==> src/rtl/func_lut_pkg.sv <==
// Shared types and arithmetic for the activation-function LUT scheduler.
// The interpolation helper works at the default 8/4/4 datapath widths.
package func_lut_pkg;

    localparam int unsigned LUT_DATA_W = 8;
    localparam int unsigned LUT_ADDR_W = 4;
    localparam int unsigned LUT_FRAC_W = 4;
    localparam int unsigned LUT_PROD_W = LUT_DATA_W + LUT_FRAC_W + 1;

    typedef enum logic [1:0] {
        StIdle,
        StLookup,
        StInterp,
        StResp
    } state_e;

    // y = base + floor(diff * frac / 2^FRAC_W); the result always lies between base and next.
    function automatic logic signed [LUT_DATA_W-1:0] interp(
        input logic signed [LUT_DATA_W-1:0] base,
        input logic signed [LUT_DATA_W:0]   diff,
        input logic        [LUT_FRAC_W-1:0] frac
    );
        logic signed [LUT_PROD_W-1:0] prod;
        logic signed [LUT_PROD_W-1:0] sum;
        prod = $signed({{(LUT_PROD_W-LUT_DATA_W-1){diff[LUT_DATA_W]}}, diff})
             * $signed({{(LUT_PROD_W-LUT_FRAC_W){1'b0}}, frac});
        sum  = $signed({{(LUT_PROD_W-LUT_DATA_W){base[LUT_DATA_W-1]}}, base})
             + (prod >>> LUT_FRAC_W);
        return LUT_DATA_W'(sum);
    endfunction

endpackage

==> src/rtl/rr_arbiter.sv <==
// Combinational round-robin arbiter: grants the first set request at or after ptr, cyclically.
module rr_arbiter #(
    parameter int unsigned N_REQ = 4,
    parameter int unsigned ID_W  = 2
) (
    input  logic [N_REQ-1:0] req,
    input  logic [ID_W-1:0]  ptr,
    output logic [N_REQ-1:0] gnt,
    output logic [ID_W-1:0]  gnt_id,
    output logic             any
);

    always_comb begin : arb
        int unsigned idx;
        gnt    = '0;
        gnt_id = '0;
        any    = 1'b0;
        idx    = 0;
        for (int unsigned i = 0; i < N_REQ; i++) begin
            idx = (32'(ptr) + i) % N_REQ;
            if (!any && req[ID_W'(idx)]) begin
                any              = 1'b1;
                gnt[ID_W'(idx)]  = 1'b1;
                gnt_id           = ID_W'(idx);
            end
        end
    end

endmodule

==> src/rtl/func_lut_scheduler.sv <==
// Shares one external combinational activation LUT between N_REQ neurons: round-robin grant,
// registered LUT lookup, linear interpolation and a valid/ready result return.
module func_lut_scheduler
    import func_lut_pkg::*;
#(
    parameter int unsigned N_REQ  = 4,
    parameter int unsigned ID_W   = 2,
    parameter int unsigned DATA_W = LUT_DATA_W,
    parameter int unsigned ADDR_W = LUT_ADDR_W,
    parameter int unsigned FRAC_W = LUT_FRAC_W
) (
    input  logic                       clk,
    input  logic                       rst,
    input  logic [N_REQ-1:0]           req,
    input  logic [N_REQ*DATA_W-1:0]    req_x,
    output logic [N_REQ-1:0]           req_ack,
    output logic [ADDR_W-1:0]          lut_addr,
    input  logic signed [DATA_W-1:0]   lut_base,
    input  logic signed [DATA_W-1:0]   lut_next,
    output logic                       resp_valid,
    output logic [ID_W-1:0]            resp_id,
    output logic signed [DATA_W-1:0]   resp_y,
    input  logic                       resp_ready,
    output logic                       busy
);

    state_e                    state_q, state_d;
    logic [ID_W-1:0]           ptr_q;
    logic [ID_W-1:0]           id_q;
    logic [FRAC_W-1:0]         frac_q;
    logic [ADDR_W-1:0]         lut_addr_q;
    logic signed [DATA_W-1:0]  base_q;
    logic signed [DATA_W:0]    diff_q;
    logic                      resp_valid_q;
    logic [ID_W-1:0]           resp_id_q;
    logic signed [DATA_W-1:0]  resp_y_q;

    logic [N_REQ-1:0]          gnt;
    logic [ID_W-1:0]           gnt_id;
    logic                      gnt_any;
    logic [DATA_W-1:0]         sel_x;

    rr_arbiter #(
        .N_REQ (N_REQ),
        .ID_W  (ID_W)
    ) u_arb (
        .req    (req),
        .ptr    (ptr_q),
        .gnt    (gnt),
        .gnt_id (gnt_id),
        .any    (gnt_any)
    );

    always_comb begin
        sel_x = '0;
        for (int i = 0; i < int'(N_REQ); i++) begin
            if (gnt[i]) sel_x = req_x[i*DATA_W +: DATA_W];
        end
    end

    always_comb begin
        state_d = state_q;
        unique case (state_q)
            StIdle:   if (gnt_any) state_d = StLookup;
            StLookup: state_d = StInterp;
            StInterp: state_d = StResp;
            StResp:   if (resp_ready) state_d = StIdle;
            default:  state_d = StIdle;
        endcase
    end

    always_ff @(posedge clk) begin
        if (rst) begin
            state_q      <= StIdle;
            ptr_q        <= '0;
            id_q         <= '0;
            frac_q       <= '0;
            lut_addr_q   <= '0;
            base_q       <= '0;
            diff_q       <= '0;
            resp_valid_q <= 1'b0;
            resp_id_q    <= '0;
            resp_y_q     <= '0;
        end else begin
            state_q <= state_d;
            unique case (state_q)
                StIdle: begin
                    if (gnt_any) begin
                        ptr_q      <= (gnt_id == ID_W'(N_REQ - 1)) ? '0 : gnt_id + 1'b1;
                        id_q       <= gnt_id;
                        lut_addr_q <= sel_x[DATA_W-1 -: ADDR_W];
                        frac_q     <= sel_x[FRAC_W-1:0];
                    end
                end
                StLookup: begin
                    base_q <= lut_base;
                    diff_q <= {lut_next[DATA_W-1], lut_next} - {lut_base[DATA_W-1], lut_base};
                end
                StInterp: begin
                    resp_y_q     <= interp(base_q, diff_q, frac_q);
                    resp_id_q    <= id_q;
                    resp_valid_q <= 1'b1;
                end
                StResp: begin
                    if (resp_ready) resp_valid_q <= 1'b0;
                end
                default: ;
            endcase
        end
    end

    // Ack is the live grant so the requester sees it in the cycle its input is captured.
    assign req_ack    = (state_q == StIdle && !rst) ? gnt : '0;
    assign lut_addr   = lut_addr_q;
    assign resp_valid = resp_valid_q;
    assign resp_id    = resp_id_q;
    assign resp_y     = resp_y_q;
    assign busy       = (state_q != StIdle);

endmodule

==> config.mk <==
export PLATFORM = sky130hd
export DESIGN_NAME = func_lut_scheduler
export DESIGN_NICKNAME = d
export VERILOG_FILES = /design/src/rtl/func_lut_pkg.sv /design/src/rtl/rr_arbiter.sv /design/src/rtl/func_lut_scheduler.sv
export SDC_FILE = /design/constraint.sdc
export NUM_CORES = 1
export LEC_CHECK = 0
export ABC_AREA = 0
export BUFFER_PORTS_ARGS = -buffer_cell sky130_fd_sc_hd__buf_2
export CORE_MARGIN = 4
export CORE_UTILIZATION = 45
export CTS_BUF_LIST = sky130_fd_sc_hd__clkbuf_8
export DETAILED_ROUTE_END_ITERATION = 10
export PLACE_DENSITY = 0.77
export REMOVE_ABC_BUFFERS = 1
export SYNTH_ARGS = -nofsm -noshare
export SYNTH_HDL_FRONTEND = slang
export SYNTH_HIERARCHICAL = 1
export SYNTH_SLANG_ARGS = --single-unit
==> constraint.sdc <==
create_clock -name clk -period 4.95 [get_ports clk]
set_clock_uncertainty 0.15 [all_clocks]
set_input_delay 0.2475 -clock clk [delete_from_list [all_inputs] [get_ports clk]]
set_output_delay 0.2475 -clock clk [all_outputs]
set_load 0.005 [all_outputs]
# --- After elaboration in Yosys (flattened, before gate mapping) ---
# Index checks and enable logic that the tools add are counted.
classes:
  n_addsub: 6
  n_mul: 1
  order_cmp: 8
  eq_ne: 6
  mux: 39
  bitwise: 3
  n_reduce_logical: 18
op_table:
  columns: ["op", "n"]
  rows:
  - ["$mux 8", 4]
  - ["$mux 4", 5]
  - ["$mux 2", 7]
  - ["$mux 1", 13]
  - ["$lt 2x3->1 const B", 4]
  - ["$mul 9x5->12", 1]
  - ["$or 4x4->4", 3]
  - ["$sub 8x8->9", 1]
  - ["$add 8x8->8", 1]
  - ["$bmux 1 s2", 4]
  - ["$demux 1 s2", 4]
  - ["$ge 2x1->1 const B", 4]
  - ["$logic_and 1x1->1", 8]
  - ["$pmux 2 s4", 1]
  - ["$eq 2x2->1 const B", 3]
  - ["$reduce_and 2->1", 3]
  - ["$add 2x1->2 const B", 2]
  - ["$add 2x2->2 const B", 2]
  - ["$logic_not 1->1", 4]
  - ["$ne 2x2->1 const B", 2]
  - ["$reduce_bool 2->1", 2]
  - ["$eq 2x1->1 const B", 1]
  - ["$logic_not 2->1", 1]
  - ["$pmux 1 s2", 1]
word_totals:
  register_bits: 42
  in_bits: 55
  out_inout_bits: 20

# --- Longest topological paths before layout ---
# Gate-level depths: netlist of the first run.
logic_depth:
  ltp_word: 16
  depth_mapped: 22
  ltp_nobuf: 21

# --- Modules after synthesis ---
# Netlist of the first run, hierarchy kept.
by_module_without_submodules:
  columns: ["module", "instances", "cells_each", "area_per_inst_um2"]
  rows:
  - ["func_lut_scheduler", 1, 425, 3497.1]
  - ["rr_arbiter", 1, 45, 419.2]

# --- Worst setup path before layout of the first run ---
# No wires, ideal clock.
synth_timing:
  kind: "register -> register"
  startpoint: "register frac_q[2]"
  endpoint: "register resp_y_q[7], in the netlist resp_y[7]"
  setup_time_ns: 0.079
  arrival_time_ns: 4.383
  required_time_ns: 4.721
  setup_slack_ns: 0.338
  stages_incl_launch_ff: 20
  path_cell_list: "dfxtp_1 > clkbuf_1 > and2_1 > ha_1 > fa_1 > inv_1 > fa_1 > inv_1 > ha_1 > or3_1 > a211oi_2 > nor2_1 > a21o_1 > a21oi_1 > xnor2_1 > ha_1 > o41ai_1 > xnor2_1 > xnor2_1 > a211oi_2"
synth_via:
  elab_chain_len: 2
synth_lines:
  columns: ["element", "line_no", "text"]
  rows:
  - ["start: declaration", "func_lut_scheduler.sv:30", "logic [FRAC_W-1:0] frac_q;"]
  - ["start signal: assignment", "func_lut_scheduler.sv:92", "frac_q <= sel_x[FRAC_W-1:0];"]
  - ["$mul 9x5->12", "func_lut_pkg.sv:26", "* $signed({{(LUT_PROD_W-LUT_FRAC_W){1'b0}}, frac});"]
  - ["$add 8x8->8", "func_lut_pkg.sv:28", "+ (prod >>> LUT_FRAC_W);"]
  - ["end signal: assignment", "func_lut_scheduler.sv:100", "resp_y_q <= interp(base_q, diff_q, frac_q);"]
  - ["end: declaration", "func_lut_scheduler.sv:36", "logic signed [DATA_W-1:0] resp_y_q;"]
# Every way passes these cells.
# A chain may end at the register's enable or synchronous reset.

# --- Worst setup path after layout of the first run ---
layout_timing:
  startpoint: "register frac_q[3]"
  endpoint: "register resp_y_q[7], in the netlist resp_y[7]"
# Same word-level chain as after synthesis.

==> flow_metrics.tcl, run 1 <==
set metrics [dict create \
    grt_start_max_net_pins 45 \
    leakage_nw 2.19 \
    path_buf_inv 2 \
    clock_sinks 42 \
    ir_worst_vdd_mv 0.259 \
    yosysSeqAreaShare_pct 21.5 \
    placed_area_mm2 0.00432 \
    stdcell_area_mm2 0.00446 \
    synth-async-reset-ratio_pct 0 \
    cts_inserted_buffers 5 \
    post_drt_wl_per_cell_um 13.9 \
    drc 0 \
    worstSetupPathType "register to register" \
    ys.flop_type "dfxtp_1" \
    rows 33 \
    grt_overflow 0 \
    clock_latency_ns 0.30 \
    gp_congestion 0.839 \
    outcome "completed" \
    final_cell_mix "74 x buf_2, 56 x nor2_1, 51 x inv_1" \
    drive_gt1_share_pct 20.3 \
    drtIter0Drc 106 \
    dp.cells 628 \
    fillers 799 \
    cp_max_fo 10 \
    syn_area_mm2 0.00392 \
    io_pins 75 \
    synthCells 470 \
    synth_edf_count 0 \
    first_pass_iters 4 \
    yosys.cell_types.count 48 \
    die_area_mm2 0.0103 \
    ys_ff_latch 42 \
    clk_path_buf_depth 2 \
    dp_hpwl_mm 6.88 \
    slowest_delay_ns 0.54 \
    io_buffers 74 \
    h-tree-depth 2 \
    layout.nets 649 \
    cp-end-kind "register" \
    powerDensity_mw_per_mm2 425 \
    crit_top_cell "xnor2_1" \
    routed_wl_mm 8.86 \
    die_y_um 101 \
    relSlewSlack_pct 17.6 \
    pre_cts_slack_ns 0.112 \
    areaGrowthSynthToFinish_pct 13.9 \
    n_antenna_cell 0 \
    path_clk_slew_ns 0.10 \
    grt_pass1_vias 3473 \
    period_share_pct 95.3 \
    path_cells "and2_1 -> ha_1 -> fa_1 -> inv_1 -> fa_1 -> inv_1 -> ha_1 -> or3_1 -> a211oi_2 -> nor2_2 -> a21o_1 -> a21oi_2 -> xnor2_1 -> ha_2 -> nor2_1 -> nor2_1 -> o41ai_2 -> xnor2_1 -> xnor2_1 -> a211oi_2" \
    cts_root_buf "clkbuf_8" \
    cts_tree "done" \
    period_needed_ns 4.72 \
    yosys_warnings 6 \
    setup_ws_ns 0.234 \
    syn_avg_cell_area_um2 8.33 \
    grt_pass1_wl_mm 15.4 \
    cts_hold_buf 0 \
    worstPathRequired_ns 4.97 \
    grt_use_total_pct 18.0 \
    arrival_ns 4.73 \
    worst_pin_slew_ns 1.22 \
    cap_viol_max_count 0 \
    layout_commonest_cell "buf_2" \
    die_x_um 101 \
    via_per_inst 5.38 \
    finalSetupViolCount 0 \
    crit_family "adder cells" \
    holdCritPathClass "input port to register" \
    final_hold_viol_count 0 \
    vias 3433 \
    fmax_mhz 212 \
    antenna_found_initial 0 \
    worst_path_max_delay_cell "fa_1" \
    worstSetupStartpointType "register" \
    drtAntennaViolNets 0 \
    core_area_mm2 0.00834 \
    initial_core_util_pct 47.0 \
    final_max_slew_viol_count 0 \
    instances_no_fill 638 \
]
-- cells by family (layout without fill, tap and decap cells) --
group	Yosys count	count (layout)	synth area share (%)
AO/OA/AOI/OAI	92	92	16.0
XOR/XNOR	21	21	4.70
AND/OR/NAND/NOR	152	152	18.8
buffers and inverters	76	139	8.05
multiplexers	25	25	7.92
flip-flops	42	42	21.5
adder cells (fa/ha/maj)	62	62	23.1
-- path summary, 6_finish.rpt --
| kind | from | to | slack (ns) | cells past startpoint |
|---|---|---|---|---|
| setup / recovery | frac_q[3] | resp_y[7] | 0.23 | 20 |
| hold / removal | lut_base[2] | base_q[2] | 0.04 | 3 |
| setup reg to reg | frac_q[3] | resp_y[7] | 0.23 | 20 |
| hold reg to reg | id_q[1] | id_q[1] | 0.32 | 2 |
-- power by group --
group | leakage [nW] | internal (mW) | switching (mW)
combinational | 1.79 | 0.481 | 0.618
clock | 0.0478 | 0.115 | 0.132
sequential | 0.346 | 0.443 | 0.106
-- cell usage after synthesis, types with 6 or more instances --
cell      count  area, um^2
and2_1       25         156
a22oi_1      16         120
nor2_1       57         214
fa_1         17         340
nand2_1      33         124
mux2i_1      19         190
dfxtp_1      42         841
inv_1        51         191
o211ai_1      8        60.1
nor3_1       14        70.1
ha_1         45         563
nor2b_1       6        37.5
and3_1        6        37.5
a21oi_1      23         115
clkbuf_1     18        67.6
xnor2_1      16         140
o21ai_0      18        90.1
-- layout make-up --
| cell class | count | area [um^2] | area share [%] |
|---|---|---|---|
| Multi-Input combinational cell | 352 | 2780 | 62.3 |
| Tap cell | 105 | 131 | 2.94 |
| Inverter | 52 | 195 | 4.37 |
| Clock inverter | 2 | 16.3 | 0.365 |
| Sequential cell | 42 | 851 | 19.1 |
| Clock buffer | 6 | 82.6 | 1.85 |
| Timing Repair Buffer | 79 | 405 | 9.09 |
-- layer usage --
| layer | vias to the layer above | part of all wire, % | GRT usage (%) | routed length, um |
|---|---|---|---|---|
| li1 | 1717 | - | - | - |
| met1 | 1614 | 44 | 21.8 | 3900 |
| met2 | 91 | 49 | 33.0 | 4370 |
| met3 | 11 | 5.6 | 3.72 | 492 |
| met4 | 0 | 1.2 | 3.07 | 107 |
| met5 | - | 0 | 0 | 0 |
-- through the flow --
step                setup TNS (ns)  hold WS (ns)  power, mW  utilization [%]
global placement                 0         0.297       1.59             51.8
floorplan                        0         0.162       1.34                -
detailed placement               0         0.308       1.64             51.8
global route               -0.0343        0.0428       2.08             53.5
finish                           0        0.0439       1.89             53.5
CTS                              0        0.0352       1.90             53.0
-- worst register-to-register path, delay by kind of cell (launching register included) --
kind | cells | cell delay [ns]
DFF | 1 | 0.38
and+or+nand+nor | 5 | 0.81
buffers and inverters | 2 | 0.11
adders and majority gates | 5 | 1.93
AOI/OAI and AO/OA | 5 | 0.76
xor gates and xnor gates | 3 | 0.46
-- flip-flops by register name (all words and copies together), names as in the netlist --
register	cells
state_q	2
ptr_q	2
frac_q	4
resp_id	2
resp_y	8
lut_addr	4
base_q	8
id_q	2
diff_q	9
resp_valid	1
-- timing repair --
item                                    in CTS  in global routing
resized for setup                            0                 11
setup buffers                                0                  2
endpoints found under the setup margin       0                  1
(Power assumes the default switching activity.)
==> run 2, diff against run 1 <==
--- a/config.mk
+++ b/config.mk
@@ -12,8 +12,7 @@
 export CTS_BUF_LIST = sky130_fd_sc_hd__clkbuf_8
 export DETAILED_ROUTE_END_ITERATION = 10
-export PLACE_DENSITY = 0.77
+export PLACE_DENSITY = 0.7
 export REMOVE_ABC_BUFFERS = 1
 export SYNTH_ARGS = -nofsm -noshare
 export SYNTH_HDL_FRONTEND = slang
-export SYNTH_HIERARCHICAL = 1
 export SYNTH_SLANG_ARGS = --single-unit
==> constraint.sdc (replaced) <==
create_clock -name clk -period 4.95 [get_ports clk]
set_clock_uncertainty 0.15 [all_clocks]
set_input_delay 1.485 -clock clk [delete_from_list [all_inputs] [get_ports clk]]
set_output_delay 1.485 -clock clk [all_outputs]
set_load 0.005 [all_outputs]
==> run 2 against run 1 <==
Against the previous run:
- first-iteration DRC count fell by 37%
- register-to-register slack improved by 0.02 ns
- clock power fell by 2%
- routed wire length fell by 2.1%
- combinational power rose by 4%
- synthesized cell count fell by 4.5%
- die area fell by 0.98%
- critical path type is now input port to output pin
==> flow_metrics.tcl, run 2 <==
set metrics [dict create \
    ys_top_cells_by_count "55 x nor2_1, 54 x inv_1, 45 x ha_1" \
    initial_core_util_pct 46.7 \
    total_power_mw 1.92 \
    n_antenna_cell 0 \
    slowest_delay_ns 0.60 \
    rows 33 \
    yosysSeqAreaShare_pct 21.7 \
    largest_reg_flops 9 \
    cp_max_fo 9 \
    cp-end-kind "output pin" \
    syn_avg_cell_area_um2 8.63 \
    drc 0 \
    ys_ff_latch 42 \
    io_buffers 74 \
    yosys-top-cells-area "dfxtp_1 22%, ha_1 15%, fa_1 8.8%, mux2i_1 5.7%, and2_1 5.3%" \
    pre_cts_slack_ns 0.158 \
    yosysTopAreaCellShare_pct 21.7 \
    syn_area_mm2 0.00387 \
    antenna_found_initial 0 \
    arrival_ns 3.18 \
    core_area_mm2 0.00830 \
    cap_viol_max_count 0 \
    synthMuxAreaShare_pct 8.20 \
    cts_root_buf "clkbuf_8" \
    final_core_util_pct 54.4 \
    ys.flop_type "dfxtp_1" \
    layout.nets 643 \
    final_max_slew_viol_count 0 \
    grt_pass1_wl_mm 14.8 \
    synth_top_cell_by_area "dfxtp_1" \
    routed_wl_mm 8.68 \
    synth-async-reset-ratio_pct 0 \
    synth_edf_count 0 \
    h-tree-depth 2 \
    clock_latency_ns 0.30 \
    synth-adder-area-share_pct 23.3 \
    worst_path_max_delay_cell "mux4_2" \
    final_cell_mix "74 x buf_2, 55 x nor2_1, 54 x inv_1" \
    yosys_warnings 0 \
    synth_compound_area_share_pct 15.0 \
    largest-register "diff_q" \
    clk_path_buf_depth 2 \
    yosys.cell_types.count 57 \
    areaGrowthSynthToFinish_pct 16.5 \
    io_pins 75 \
    outcome "completed" \
    die_x_um 101 \
    synth-simple-area-share_pct 20.5 \
    yosysMostFrequentCell "nor2_1" \
    cts_tree "done" \
    die_area_mm2 0.0102 \
    fillers 788 \
    cts_inserted_buffers 5 \
    setup_ws_ns 0.138 \
    layout_commonest_cell "buf_2" \
    period_share_pct 97.2 \
    grt_pass1_vias 3333 \
    drtAntennaViolNets 0 \
    grt_use_total_pct 17.7 \
    drtIter0Drc 67 \
    vias 3340 \
    clock_sinks 42 \
    dp_hpwl_mm 6.92 \
    synth_top_family_by_area "adder cells" \
    relSlewSlack_pct 33.8 \
    seq_area_um2 841 \
    grt_overflow 0 \
    die_y_um 101 \
    period_needed_ns 4.81 \
    cts_hold_buf 0 \
    grt_start_max_net_pins 39 \
    first_pass_iters 4 \
    ir_worst_vdd_mv 0.198 \
    multi_input_area_mm2 0.00280 \
    final_hold_viol_count 0 \
    post_drt_wl_per_cell_um 13.7 \
    leakage_nw 2.27 \
    drive_gt1_share_pct 20.3 \
    holdCritPathClass "register to register" \
    synthCells 449 \
    worst_pin_slew_ns 0.993 \
    finalSetupViolCount 0 \
    gp_congestion 0.878 \
    fmax_mhz 208 \
    powerDensity_mw_per_mm2 426 \
    crit_top_cell "buf_2" \
    worstPathRequired_ns 3.31 \
    worstSetupStartpointType "input port" \
    synth-xor-area-share_pct 4.07 \
    worstSetupPathType "input port to output pin" \
    path_clk_slew_ns 0.08 \
    via_per_inst 5.28 \
    path_cells "buf_2 -> mux4_2 -> nor4b_4 -> nand2_2 -> o211a_2 -> nor2_1 -> buf_2" \
]
## run 2: final cells by class
type	instances	share of cell area [%]
Clock buffer	6	1.83
Clock inverter	2	0.277
Timing Repair Buffer	84	9.86
Tap cell	105	2.91
Sequential cell	42	18.6
Inverter	55	4.57
Multi-Input combinational cell	338	61.9
## run 2: where the power goes
group	total [mW]	internal [mW]	switching, mW
Clock	0.242	0.112	0.130
Combinational	1.14	0.529	0.609
Sequential	0.545	0.446	0.0983
## run 2: stage by stage
| step | instance area (um^2) | hold slack (ns) | std cells | TNS (ns) |
|---|---|---|---|---|
| 2_1_floorplan | 3800 | 0.310 | 435 | 0 |
| 3_3_place_gp | 4370 | 0.313 | 623 | 0 |
| 3_5_place_dp | 4370 | 0.328 | 623 | 0 |
| 4_1_cts | 4470 | 0.349 | 631 | 0 |
| 5_1_grt | 4520 | 0.389 | 632 | -0.00894 |
| 6_report | 4520 | 0.345 | 632 | 0 |
## run 2: layer usage
| metal | share of wire (%) | up-vias | track usage, % |
|---|---|---|---|
| met1 | 44 | 1591 | 22.6 |
| met3 | 3.3 | 10 | 2.77 |
| li1 | - | 1690 | - |
| met2 | 51 | 49 | 31.0 |
| met5 | 0 | - | 0 |
| met4 | 1.4 | 0 | 4.77 |
## run 2: worst paths after layout
kind,depth (start not counted),startpoint,endpoint,slack [ns]
max,7,req[2],req_ack[2],0.14
min,2,resp_y[3],resp_y[3],0.34
max reg2reg,21,frac_q[2],resp_y[7],0.25
min reg2reg,2,resp_y[3],resp_y[3],0.34
## run 2: critical path, delay by kind of cell
kind                   cells  cell delay (ns)
buffers and inverters      2             0.26
AND/OR/NAND/NOR            3             0.63
multiplexers               1             0.60
AO/OA/AOI/OAI              1             0.20
## run 2: cell families after synthesis
family / count (synthesis)
and+or+nand+nor: 154
AOI/OAI and AO/OA: 78
buffers and inverters: 69
adders and majority gates: 62
DFF: 42
muxes: 26
xor gates and xnor gates: 18
## run 2: what timing repair did
| action | 4_1_cts | 5_1_grt |
|---|---|---|
| resized for setup | 0 | 9 |
| buffers inserted | 0 | 1 |
| endpoints found under the setup margin | 0 | 2 |
